===== src/rtl/pc_output_packer.sv =====
// pc_output_packer: captures the PC-stage alpha/beta/v vectors on the done strobe
// and streams them word by word into the signature buffer with a running address.
module pc_output_packer #(
    parameter string FIELD         = "GF256",
    parameter string PARAMETER_SET = "L1",
    parameter int    T             = (PARAMETER_SET == "L5") ? 4 : 3,
    parameter int    ADDR_WIDTH    = 10,
    parameter int    BASE_ADDR     = 0
) (
    input  logic                  i_clk,
    input  logic                  i_rst,
    input  logic                  i_start,
    input  logic [32*T-1:0]       i_alpha,
    input  logic [32*T-1:0]       i_beta,
    input  logic [32*T-1:0]       i_v,
    output logic [31:0]           o_data,
    output logic [ADDR_WIDTH-1:0] o_addr,
    output logic                  o_valid,
    input  logic                  i_ready,
    output logic                  o_last,
    output logic                  o_busy,
    output logic                  o_done
);

    localparam int NW = 3 * T;
    localparam int IW = $clog2(NW);
    localparam logic [IW-1:0] LAST = IW'(NW - 1);
    localparam logic [ADDR_WIDTH-1:0] BASE = ADDR_WIDTH'(BASE_ADDR);

    typedef enum logic {
        IDLE,
        SEND
    } state_t;

    state_t             state_q, state_d;
    logic [IW-1:0]      idx_q, idx_d;
    logic [96*T-1:0]    cap_q, cap_d;
    logic               done_q, done_d;
    logic [31:0]        word;

    // The field selector only documents the configuration; it never touches the datapath.
    logic unused_field;
    assign unused_field = (FIELD == "P251");

    // State, index, captured vectors and done pulse registers.
    always_ff @(posedge i_clk or posedge i_rst) begin
        if (i_rst) begin
            state_q <= IDLE;
            idx_q   <= '0;
            cap_q   <= '0;
            done_q  <= 1'b0;
        end else begin
            state_q <= state_d;
            idx_q   <= idx_d;
            cap_q   <= cap_d;
            done_q  <= done_d;
        end
    end

    // Next state: capture on start in IDLE, advance on each accepted word in SEND.
    always_comb begin
        state_d = state_q;
        idx_d   = idx_q;
        cap_d   = cap_q;
        done_d  = 1'b0;
        unique case (state_q)
            IDLE: begin
                if (i_start) begin
                    cap_d   = {i_v, i_beta, i_alpha};
                    idx_d   = '0;
                    state_d = SEND;
                end
            end
            SEND: begin
                if (i_ready) begin
                    if (idx_q == LAST) begin
                        idx_d   = '0;
                        done_d  = 1'b1;
                        state_d = IDLE;
                    end else begin
                        idx_d = idx_q + 1'b1;
                    end
                end
            end
            default: state_d = IDLE;
        endcase
    end

    // Select the current word from the captured vector; purely registered sources.
    always_comb begin
        word = '0;
        for (int k = 0; k < NW; k++) begin
            if (idx_q == IW'(k)) begin
                word = cap_q[32*k +: 32];
            end
        end
    end

    assign o_data  = word;
    assign o_addr  = BASE + ADDR_WIDTH'(idx_q);
    assign o_valid = (state_q == SEND);
    assign o_busy  = (state_q == SEND);
    assign o_last  = (state_q == SEND) && (idx_q == LAST);
    assign o_done  = done_q;

endmodule


===== config.mk =====
export PLATFORM = sky130hd
export DESIGN_NAME = pc_output_packer
export DESIGN_NICKNAME = d
export VERILOG_FILES = /design/src/rtl/pc_output_packer.sv
export SDC_FILE = /design/constraint.sdc
export NUM_CORES = 1
export LEC_CHECK = 0
export BUFFER_PORTS_ARGS = -buffer_cell sky130_fd_sc_hd__buf_4
export CAP_MARGIN = 20
export CORE_UTILIZATION = 54
export DETAILED_ROUTE_END_ITERATION = 12
export PLACE_DENSITY_LB_ADDON = 0.05
export SLEW_MARGIN = 15
export SYNTH_ARGS = -nofsm -noshare
export SYNTH_HDL_FRONTEND = slang
export SYNTH_SLANG_ARGS = --single-unit

===== constraint.sdc =====
create_clock -name i_clk -period 12 [get_ports i_clk]
set_clock_uncertainty 0.05 [all_clocks]
set_input_delay 1.8 -clock i_clk [delete_from_list [all_inputs] [get_ports i_clk]]
set_output_delay 1.8 -clock i_clk [all_outputs]
set_load 0.1 [all_outputs]

* Word-level counts from Yosys, hierarchy flattened
Cells that the tools add are included.
** Cells by class
- Add/subtract/negate cells :: 1
- Equal/unequal tests :: 10
- Multiplexer cells :: 20
- Bitwise operators :: 1
- Reduce and logical (&&, ||, !) cells :: 4
** Operator list (count)
- two-way mux 32 bit :: 9
- == test 4 x 3 -> 1 bit (second input constant) :: 4
- two-way mux 4 bit :: 3
- == test 4 x 2 -> 1 bit (second input constant) :: 2
- one-hot mux 4 bit (2 select lines) :: 1
- two-way mux 1 bit :: 6
- adder 4 x 1 -> 4 bit (second input constant) :: 1
- == test 4 x 1 -> 1 bit (second input constant) :: 1
- == test 4 bit (second input constant) :: 1
- zero test 4 bit :: 1
- != test 2 bit (second input constant) :: 2
- AND reduction 2 bit :: 2
- one-hot mux 1 bit (2 select lines) :: 1
- logical AND 1 bit :: 1
- NOT 1 bit :: 1
** Storage, ports and cells
- Bits in registers :: 294
- Input bits :: 292
- Output and inout bits :: 46
- Logic and storage cells :: 40

* Depth between registers and ports, before layout
Gate-level depths: netlist (run 1).
- Depth after elaboration :: 10
- Gate-level depth with buffers :: 9
- Mapped depth without buffers :: 6

* Worst setup path before layout (run 1)
No wires, ideal clock.
- Path kind :: reg2out
- From :: reg idx_q[0]
- To :: out o_data[31]
- Arrival :: 4268 ps
- Required time :: 10150 ps
- Path slack :: 5882 ps
- Stages on the path, launching flop included :: 9
- Path buffers :: 2
- Cells stage by stage :: dfrtp_1 inv_1 ha_1 buf_2 and3b_1 buf_6 a21oi_4 o221ai_1 o21ai_0
** On the way
- Longest elaborated chain between the ends :: 10
- Elaborated cells on any way between the ends :: 18
- Those cells by class :: eq/ne (8); mux (9); reduce/logical (1)
** Ends and longest elaborated chain
- start: declaration :: RTL line 36 : logic [IW-1:0] idx_q, idx_d;
- start signal: assignment :: RTL line 54 : idx_q <= idx_d;
- zero test 4 bit :: RTL line 93 : if (idx_q == IW'(k)) begin
- two-way mux 32 bit (8 in a row) :: RTL line 93
- two-way mux 32 bit * :: RTL line 93
- end: declaration :: RTL line 16 : output logic [31:0] o_data,
Every way passes the cells marked *; elsewhere a longest branch is shown, timed or not.

* Worst setup path after layout (run 1)
- From :: reg idx_q[0]
- To :: out o_data[16]
The elaborated chain is that of the path after synthesis.

==> results of run 1 <==
[synthesized netlist by cell type, types with 25 or more instances]
master	n
a31oi_1	32
nand2_1	36
mux2_2	289
a221o_1	32
buf_2	25
o21ai_1	31
o221ai_1	32
buf_6	32
clkbuf_1	28
a211oi_1	32
dfrtp_1	294
a21oi_1	33
a222oi_1	32
nand2b_1	32
[power by group through the flow]
stage          Combinational [mW]  Clock (mW)  Sequential [mW]
2_1_floorplan                2.10           0             1.71
3_3_place_gp                 2.71           0             1.73
3_5_place_dp                 2.74           0             1.76
4_1_cts                      2.75        1.02             1.74
5_1_grt                      2.89        1.06             1.81
6_report                     2.76        1.00             1.75
[through the flow]
step | utilization | setup slack (ns)
after global routing | 0.695 | 6.20
after detailed placement | 0.651 | 7.00
after floorplan | - | 2.03
after CTS | 0.695 | 6.43
after global placement | 0.651 | 7.09
final | 0.695 | 6.43
[registers in the layout, indices dropped and copies added, names as in the netlist]
signal	flops
cap_q	288
idx_q	4
o_busy	1
o_done	1
[cell families after synthesis]
logic type,share of synthesized area
AOI/OAI and AO/OA,0.128
muxes,0.240
adders and majority gates,0.00369
buffers and inverters,0.0516
DFF,0.543
other,0.000277
and+or+nand+nor,0.0330
[worst reg2reg max path: stages, from the launching register on]
cell     delay (ns)
dfrtp_1        0.51
nor2b_4        0.19
buf_4          0.60
buf_4          0.77
mux2_2         0.51
[area by class of cell]
| cell class | count | area [um^2] | share of cell area |
|---|---|---|---|
| clock buffers | 41 | 873 | 0.0513 |
| clock inverters | 14 | 204 | 0.0120 |
| well taps | 324 | 405 | 0.0238 |
| repair buffers | 347 | 2620 | 0.154 |
| flip-flops and latches | 294 | 7360 | 0.433 |
| inverters | 3 | 18.8 | 0.00110 |
| multi-input cells | 614 | 5530 | 0.325 |
| diodes | 2 | 5.00 | 0.000294 |
[metal layers]
layer | wire length [um] | global-route usage | up-vias
met4 | 816 | 0.0693 | 0
met3 | 3040 | 0.0684 | 53
li1 | - | - | 4371
met1 | 16600 | 0.424 | 4941
met2 | 16500 | 0.431 | 406
met5 | 0 | 0 | -
[how the worst min path moves through the flow]
stage	startpoint	endpoint	slack [ns]	cells past startpoint
after floorplan	cap_q[64]	cap_q[64]	0.42	1
after global placement	cap_q[70]	cap_q[70]	0.43	1
after detailed placement	cap_q[79]	cap_q[79]	0.44	1
after CTS	cap_q[79]	cap_q[79]	0.45	1
after global routing	cap_q[64]	cap_q[64]	0.46	1
final	cap_q[90]	cap_q[90]	0.45	1
==> flow_summary_export.csv, run 1 <==
group,metric,value,unit
logic_synthesis,synth.distinct_cells,32,
timing,worstMarginPinSlew,1.09,ns
logic_synthesis,synth_area_leader_cell,"dfrtp_1",
placed_design,dp_cells,1582,
route,route.detailed.drc,0,
flow_run,maxCapViolCount,0,
critical_path,critPathKind,"flip-flop to output port",
clocking,clock-sinks,294,
critical_path,cpMaxStageDelayCell,"a21oi_4",
clocking,clk_pin_slew,0.06,ns
finish,nFillCells,1803,
timing,setup_viol,0,
critical_path,cpMostUsedCell,"buf_4",
critical_path,critical-path-top-delay-family,"compound AO/OA/AOI/OAI gates",
floorplanning,die_h,160,um
finish,most-common-layout-cells,"buf_4, dfrtp_1, mux2_2",
clocking,cts_resized,0,
logic_synthesis,ys_seq_area_frac,0.543,
critical_path,crit_path_end,"o_data[16]",
power,internal_power,2.98,mW
floorplanning,row_count,57,
finish,layoutNonFillerInstCount,1639,
logic_synthesis,synth_warnings,0,
critical_path,cp_slowest_stage_delay,0.80,ns
critical_path,rr_worst_depth,4,
critical_path,crit_path_start,"idx_q[0]",
global_route,grt_pass1_wl,57000,um
placed_design,place_area,15900,um^2
logic_synthesis,syn_area_per_cell,13.5,um^2
timing,grt_setup_unrepaired,"no",
logic_synthesis,synthArstFlopShare,1.00,
timing,drv_slew,0,
finish,drive_gt1_frac,0.531,
placed_design,dp_hpwl,24900,um
power,ir_worst_vdd,0.245,mV
logic_synthesis,ys_ff_latch,294,
floorplanning,coreArea,24500,um^2
clocking,cts_max_path_buffers,3,
critical_path,timing.rr.end,"cap_q[174]",
power,power.switching,2.52,mW
placed_design,io_buffers,331,
finish,nNetsFinal,1586,
logic_synthesis,synth_top_flop_cell,"dfrtp_1",
critical_path,critical_path_depth,9,
placed_design,place.gp.congestion,0.895,
route,ant_nets,0,
critical_path,endpoint_kind,"output port",
timing,worst_hold_slack,0.447,ns
power,p_comb_frac,0.501,
floorplanning,die-area,25700,um^2
power,seq_power_share,0.317,
power,total_power,5.50,mW
timing,post-route-period-util,0.464,
clocking,cts_max_level,1,
clocking,cts_hold_buf,0,
power,power.density,324,nW/um^2
power,switching_share,0.458,
power,power_leakage,7.54,nW
clocking,clk_latency,0.55,ns
global_route,grt_usage,0.288,
logic_synthesis,syn-instance-count,1004,
route,dr.first_iter.drc_count,860,
timing,fin_crit,5.57,ns
critical_path,critPathBufInv,4,
logic_synthesis,netlist_top_cells_area,"dfrtp_1, mux2_2, buf_6",
clocking,postCtsSetupBuffers,0,
critical_path,cp.required,10.15,ns
timing,tns,0,ns
route,wl,36900,um
logic_synthesis,synthesis.area,13500,um^2
critical_path,critPathArrivalTime,3.72,ns
power,clockPowerShare,0.182,
logic_synthesis,synth_top_area_share,0.543,
finish,syn_to_final_growth,25.6,%
outcome,outcome,"finished clean",
critical_path,cp_max_fo,37,
floorplanning,start_util,0.554,
global_route,grt_pass1_vias,9751,
clocking,cts_made_buffers,30,
global_route,antenna_found_initial,2,
finish,final_area,17000,um^2
critical_path,crit_path_cell_trace,"inv_1, ha_1, buf_4, and3b_1, buf_4, a21oi_4, o221ai_1, o21ai_1, buf_4",
global_route,grt_overflow,0,
timing,hold_viol,0,
floorplanning,die_x,160,um
route,wire_per_inst,22.5,um
floorplanning,io_pins,338,
clocking,cts_tree,"done",
logic_synthesis,synth_edf_count,0,
clocking,cts-root-buf,"clkbuf_16",
finish,final_common_cell,"buf_4",
critical_path,r2r_setup_slack,9.26,ns
timing,max_freq,180,MHz
route,vias,9771,
critical_path,cp-start-kind,"flip-flop",
hold_path,hp-class,"flip-flop to flip-flop",
critical_path,reg2reg_from,"o_busy",
route,viasPerCell,5.96,
timing,max-slew-margin-rel,0.276,
route,firstDrtPassIters,7,
global_route,grt_max_degree,169,
Power figures use the tool's default switching activity.
==> run 2: changes to the inputs <==
--- a/config.mk
+++ b/config.mk
@@ -7,7 +7,7 @@
 export LEC_CHECK = 0
 export BUFFER_PORTS_ARGS = -buffer_cell sky130_fd_sc_hd__buf_4
 export CAP_MARGIN = 20
-export CORE_UTILIZATION = 54
+export CORE_UTILIZATION = 48
 export DETAILED_ROUTE_END_ITERATION = 12
 export PLACE_DENSITY_LB_ADDON = 0.05
 export SLEW_MARGIN = 15
==> constraint.sdc (replaced) <==
create_clock -name i_clk -period 4.9 [get_ports i_clk]
set_clock_uncertainty 0.05 [all_clocks]
set_input_delay 0.735 -clock i_clk [delete_from_list [all_inputs] [get_ports i_clk]]
set_output_delay 0.735 -clock i_clk [all_outputs]
set_load 0.1 [all_outputs]
==> flow_summary_export.csv, run 2 (synthesis gave the netlist of run 1 again) <==
group,metric,value,unit
critical_path,endpoint_kind,"output port",
clocking,cts_max_path_buffers,3,
clocking,cts_hold_buf,0,
power,power_leakage,7.61,nW
timing,drv_slew,0,
clocking,cts_max_level,2,
global_route,grt_max_degree,196,
hold_path,hp-class,"input port to asynchronous set/reset pin",
critical_path,critical-path-top-delay-family,"compound AO/OA/AOI/OAI gates",
clocking,clock-sinks,294,
critical_path,critPathArrivalTime,3.51,ns
critical_path,reg2reg_from,"o_busy",
finish,nNetsFinal,1591,
finish,regMostFlops,"cap_q",
placed_design,dp_hpwl,26100,um
power,ir_worst_vdd,0.441,mV
clocking,cts_tree,"done",
global_route,grt_overflow,0,
finish,nFillCells,2339,
clocking,postCtsSetupBuffers,0,
timing,worstMarginPinSlew,1.14,ns
route,wire_per_inst,22.5,um
critical_path,cp_max_fo,35,
timing,setup_viol,0,
route,ant_nets,0,
power,power.density,799,nW/um^2
route,route.detailed.drc,0,
clocking,cts_made_buffers,34,
finish,drive_gt1_frac,0.533,
route,viasPerCell,5.75,
finish,most-common-layout-cells,"buf_4, dfrtp_1, mux2_2",
route,vias,9765,
finish,reg_top3,"cap_q: 288 flops, idx_q: 4 flops",
clocking,cts_resized,0,
timing,hold_viol,0,
placed_design,io_buffers,331,
finish,final_area,17300,um^2
timing,fin_crit,4.29,ns
timing,tns,0,ns
finish,multi_input_area,5530,um^2
critical_path,cpMaxStageDelayCell,"ha_2",
floorplanning,row_count,61,
finish,post-route-util,0.621,
clocking,cts-root-buf,"clkbuf_16",
critical_path,critPathKind,"flip-flop to output port",
route,firstDrtPassIters,9,
finish,syn_to_final_growth,27.3,%
global_route,grt_pass1_wl,58200,um
global_route,grt_usage,0.265,
critical_path,cp-start-kind,"flip-flop",
route,dr.first_iter.drc_count,855,
critical_path,cp.required,4.12,ns
finish,largest_register_ff_count,288,
critical_path,cp_slowest_stage_delay,0.73,ns
flow_run,maxCapViolCount,0,
timing,grt_setup_unrepaired,"no",
clocking,clk_pin_slew,0.06,ns
floorplanning,start_util,0.488,
floorplanning,die_x,170,um
timing,max-slew-margin-rel,0.238,
floorplanning,die-area,28900,um^2
global_route,antenna_found_initial,3,
finish,final-seq-area,7360,um^2
timing,post-route-period-util,0.876,
floorplanning,coreArea,27800,um^2
critical_path,critPathBufInv,2,
critical_path,crit_path_cell_trace,"inv_1, ha_2, nor2b_4, a221o_1, a31oi_1, o21ai_1, buf_4",
floorplanning,io_pins,338,
clocking,clk_latency,0.50,ns
critical_path,critical_path_depth,7,
route,wl,38300,um
finish,final_common_cell,"buf_4",
critical_path,rr_worst_depth,4,
critical_path,crit_path_start,"idx_q[1]",
placed_design,place.gp.congestion,0.857,
timing,max_freq,233,MHz
power,total_power,13.8,mW
outcome,outcome,"finished clean",
floorplanning,die_h,170,um
timing,worst_hold_slack,0.386,ns
global_route,grt_pass1_vias,9861,
placed_design,place_area,16000,um^2
==> run 2: cell count changes in the layout (fill, tap and decap cells not counted), sizes merged <==
cell | previous run | this run
bufinv | 5 | 4
clkinvlp | 2 | 1
clkinv | 7 | 2
inv | 3 | 2
clkbuf | 41 | 53
buf | 347 | 348
==> run 2: per-layer routing <==
layer	vias up	track usage	part of all wire
li1	4396	-	-
met1	4921	0.404	0.47
met2	388	0.381	0.43
met3	58	0.0528	0.078
met4	2	0.0709	0.023
met5	-	0	0.00034
==> run 2: layout make-up <==
class | count | share of cell area
Multi-Input combinational cell | 614 | 0.321
Clock inverter | 6 | 0.00754
Clock buffer | 53 | 0.0630
Timing Repair Buffer | 348 | 0.154
Tap cell | 378 | 0.0274
Sequential cell | 294 | 0.427
Antenna cell | 2 | 0.000290
Inverter | 3 | 0.000870
==> run 2: worst reg2reg max path: cells and delay by family, from the launching register on <==
kind	cells	cell delay, ns
buffers and inverters	2	1.19
DFF	1	0.51
muxes	1	0.41
and+or+nand+nor	1	0.20
==> run 2: stage by stage <==
| step | cells | worst slack, ns |
|---|---|---|
| floorplan | 1009 | 0.212 |
| global placement | 1637 | 1.28 |
| detailed placement | 1637 | 1.24 |
| CTS | 1696 | 0.682 |
| global route | 1698 | 0.508 |
| finish | 1698 | 0.605 |
==> run 2: power by group <==
part	switching, mW	internal, mW
clock network	0.983	1.73
registers	0.730	3.61
logic	4.52	2.21
total	6.24	7.55
==> run 2: worst paths after layout <==
kind | slack (ns) | endpoint
min in group i_clk | 0.41 | cap_q[141]
hold / removal | 0.39 | cap_q[246]
setup / recovery | 0.61 | o_data[26]
setup reg to reg | 2.43 | cap_q[187]
hold reg to reg | 0.45 | cap_q[70]
max in group asynchronous | 3.55 | idx_q[3]
==> run 3: changes to the inputs <==
--- a/config.mk
+++ b/config.mk
@@ -7,7 +7,8 @@
 export LEC_CHECK = 0
 export BUFFER_PORTS_ARGS = -buffer_cell sky130_fd_sc_hd__buf_4
 export CAP_MARGIN = 20
-export CORE_UTILIZATION = 48
+export CORE_UTILIZATION = 45
+export CTS_BUF_LIST = sky130_fd_sc_hd__clkbuf_16
 export DETAILED_ROUTE_END_ITERATION = 12
 export PLACE_DENSITY_LB_ADDON = 0.05
 export SLEW_MARGIN = 15
==> flow_summary_export.csv, run 3 (synthesis gave the netlist of run 1 again) <==
group,metric,value,unit
clocking,clk_latency,0.50,ns
route,wire_per_inst,23.4,um
placed_design,place_area,16100,um^2
global_route,grt_max_degree,123,
timing,worstMarginPinSlew,0.877,ns
clocking,cts_made_buffers,34,
finish,final_common_cell,"buf_4",
hold_path,hp-class,"input port to asynchronous set/reset pin",
timing,grt_setup_unrepaired,"no",
global_route,grt_pass1_vias,9771,
global_route,antenna_found_initial,2,
critical_path,cp_max_fo,32,
critical_path,reg2reg_from,"o_busy",
critical_path,cp.required,4.12,ns
route,firstDrtPassIters,8,
clocking,cts_tree,"done",
clocking,cts_max_path_buffers,3,
global_route,grt_pass1_wl,60500,um
finish,drive_gt1_frac,0.529,
finish,final_area,17200,um^2
placed_design,dp_hpwl,27900,um
floorplanning,row_count,63,
clocking,clock-sinks,294,
timing,max-slew-margin-rel,0.414,
critical_path,cp_slowest_stage_delay,0.74,ns
clocking,postCtsSetupBuffers,0,
timing,hold_viol,0,
finish,nNetsFinal,1593,
floorplanning,die-area,30800,um^2
timing,post-route-period-util,0.881,
finish,nFillCells,2539,
critical_path,endpoint_kind,"output port",
floorplanning,start_util,0.457,
floorplanning,die_h,176,um
route,viasPerCell,5.63,
route,vias,9640,
placed_design,place.gp.congestion,0.853,
route,ant_nets,0,
timing,fin_crit,4.31,ns
critical_path,critPathKind,"flip-flop to output port",
clocking,cts_max_level,2,
global_route,grt_overflow,0,
timing,max_freq,232,MHz
floorplanning,io_pins,338,
power,power.density,791,nW/um^2
timing,drv_slew,0,
global_route,grt_usage,0.260,
finish,final-seq-area,7360,um^2
finish,largest_register_ff_count,288,
power,power_leakage,7.60,nW
clocking,clk_pin_slew,0.06,ns
placed_design,io_buffers,331,
finish,reg_top3,"cap_q: 288 flops, idx_q: 4 flops",
finish,syn_to_final_growth,27.0,%
finish,multi_input_area,5540,um^2
clocking,cts_resized,0,
flow_run,maxCapViolCount,0,
critical_path,critPathArrivalTime,3.53,ns
finish,regMostFlops,"cap_q",
critical_path,critPathBufInv,3,
route,dr.first_iter.drc_count,783,
critical_path,critical-path-top-delay-family,"buffers and inverters",
critical_path,cpMaxStageDelayCell,"nor2b_4",
critical_path,crit_path_cell_trace,"inv_1, ha_2, buf_4, nor2b_4, a221o_1, a31oi_1, o21ai_1, buf_4",
floorplanning,die_x,176,um
power,total_power,13.6,mW
finish,most-common-layout-cells,"buf_4, dfrtp_1, mux2_2",
clocking,cts-root-buf,"clkbuf_16",
critical_path,cpMostUsedCell,"buf_4",
critical_path,cp-start-kind,"flip-flop",
outcome,outcome,"finished clean",
critical_path,crit_path_start,"idx_q[0]",
route,route.detailed.drc,0,
power,ir_worst_vdd,0.418,mV
route,wl,40000,um
floorplanning,coreArea,29600,um^2
timing,tns,0,ns
clocking,cts_hold_buf,0,
timing,setup_viol,0,
-- run 3: final timing paths --
path / endpoint / slack [ns] / cells after the start
max: o_data[17] / 0.59 / 8
min: cap_q[269] / 0.13 / 2
max reg2reg: cap_q[34] / 2.37 / 3
min reg2reg: cap_q[92] / 0.45 / 1
max in group asynchronous: cap_q[250] / 3.58 / 4
min in group i_clk: cap_q[131] / 0.40 / 2
-- run 3: cell type report --
cell class | instances | area share
antenna | 1 | 0.000145
tap | 390 | 0.0284
clock buffer | 37 | 0.0538
sequential | 294 | 0.428
clock inverter | 22 | 0.00967
multi-input combinational | 614 | 0.322
inverter | 3 | 0.000873
timing repair buffer | 350 | 0.157
-- run 3: routing by layer --
layer	GRT usage	wire [um]
met5	0	0
met3	0.0597	3100
met2	0.355	16600
met4	0.0641	665
met1	0.411	19600
-- run 3: metrics by stage --
stage	util	setup slack [ns]	std cells	hold WS [ns]
global route	0.580	0.370	1711	0.137
detailed placement	0.543	1.12	1650	0.438
floorplan	-	0.212	1009	0.422
finish	0.580	0.585	1711	0.135
CTS	0.580	0.586	1709	0.392
global placement	0.543	1.22	1650	0.431
-- run 3: power by group --
part | switching [mW] | internal (mW) | total, mW
combinational | 4.44 | 2.20 | 6.64
sequential | 0.857 | 3.61 | 4.47
clock | 0.989 | 1.51 | 2.50
total | 6.28 | 7.32 | 13.6
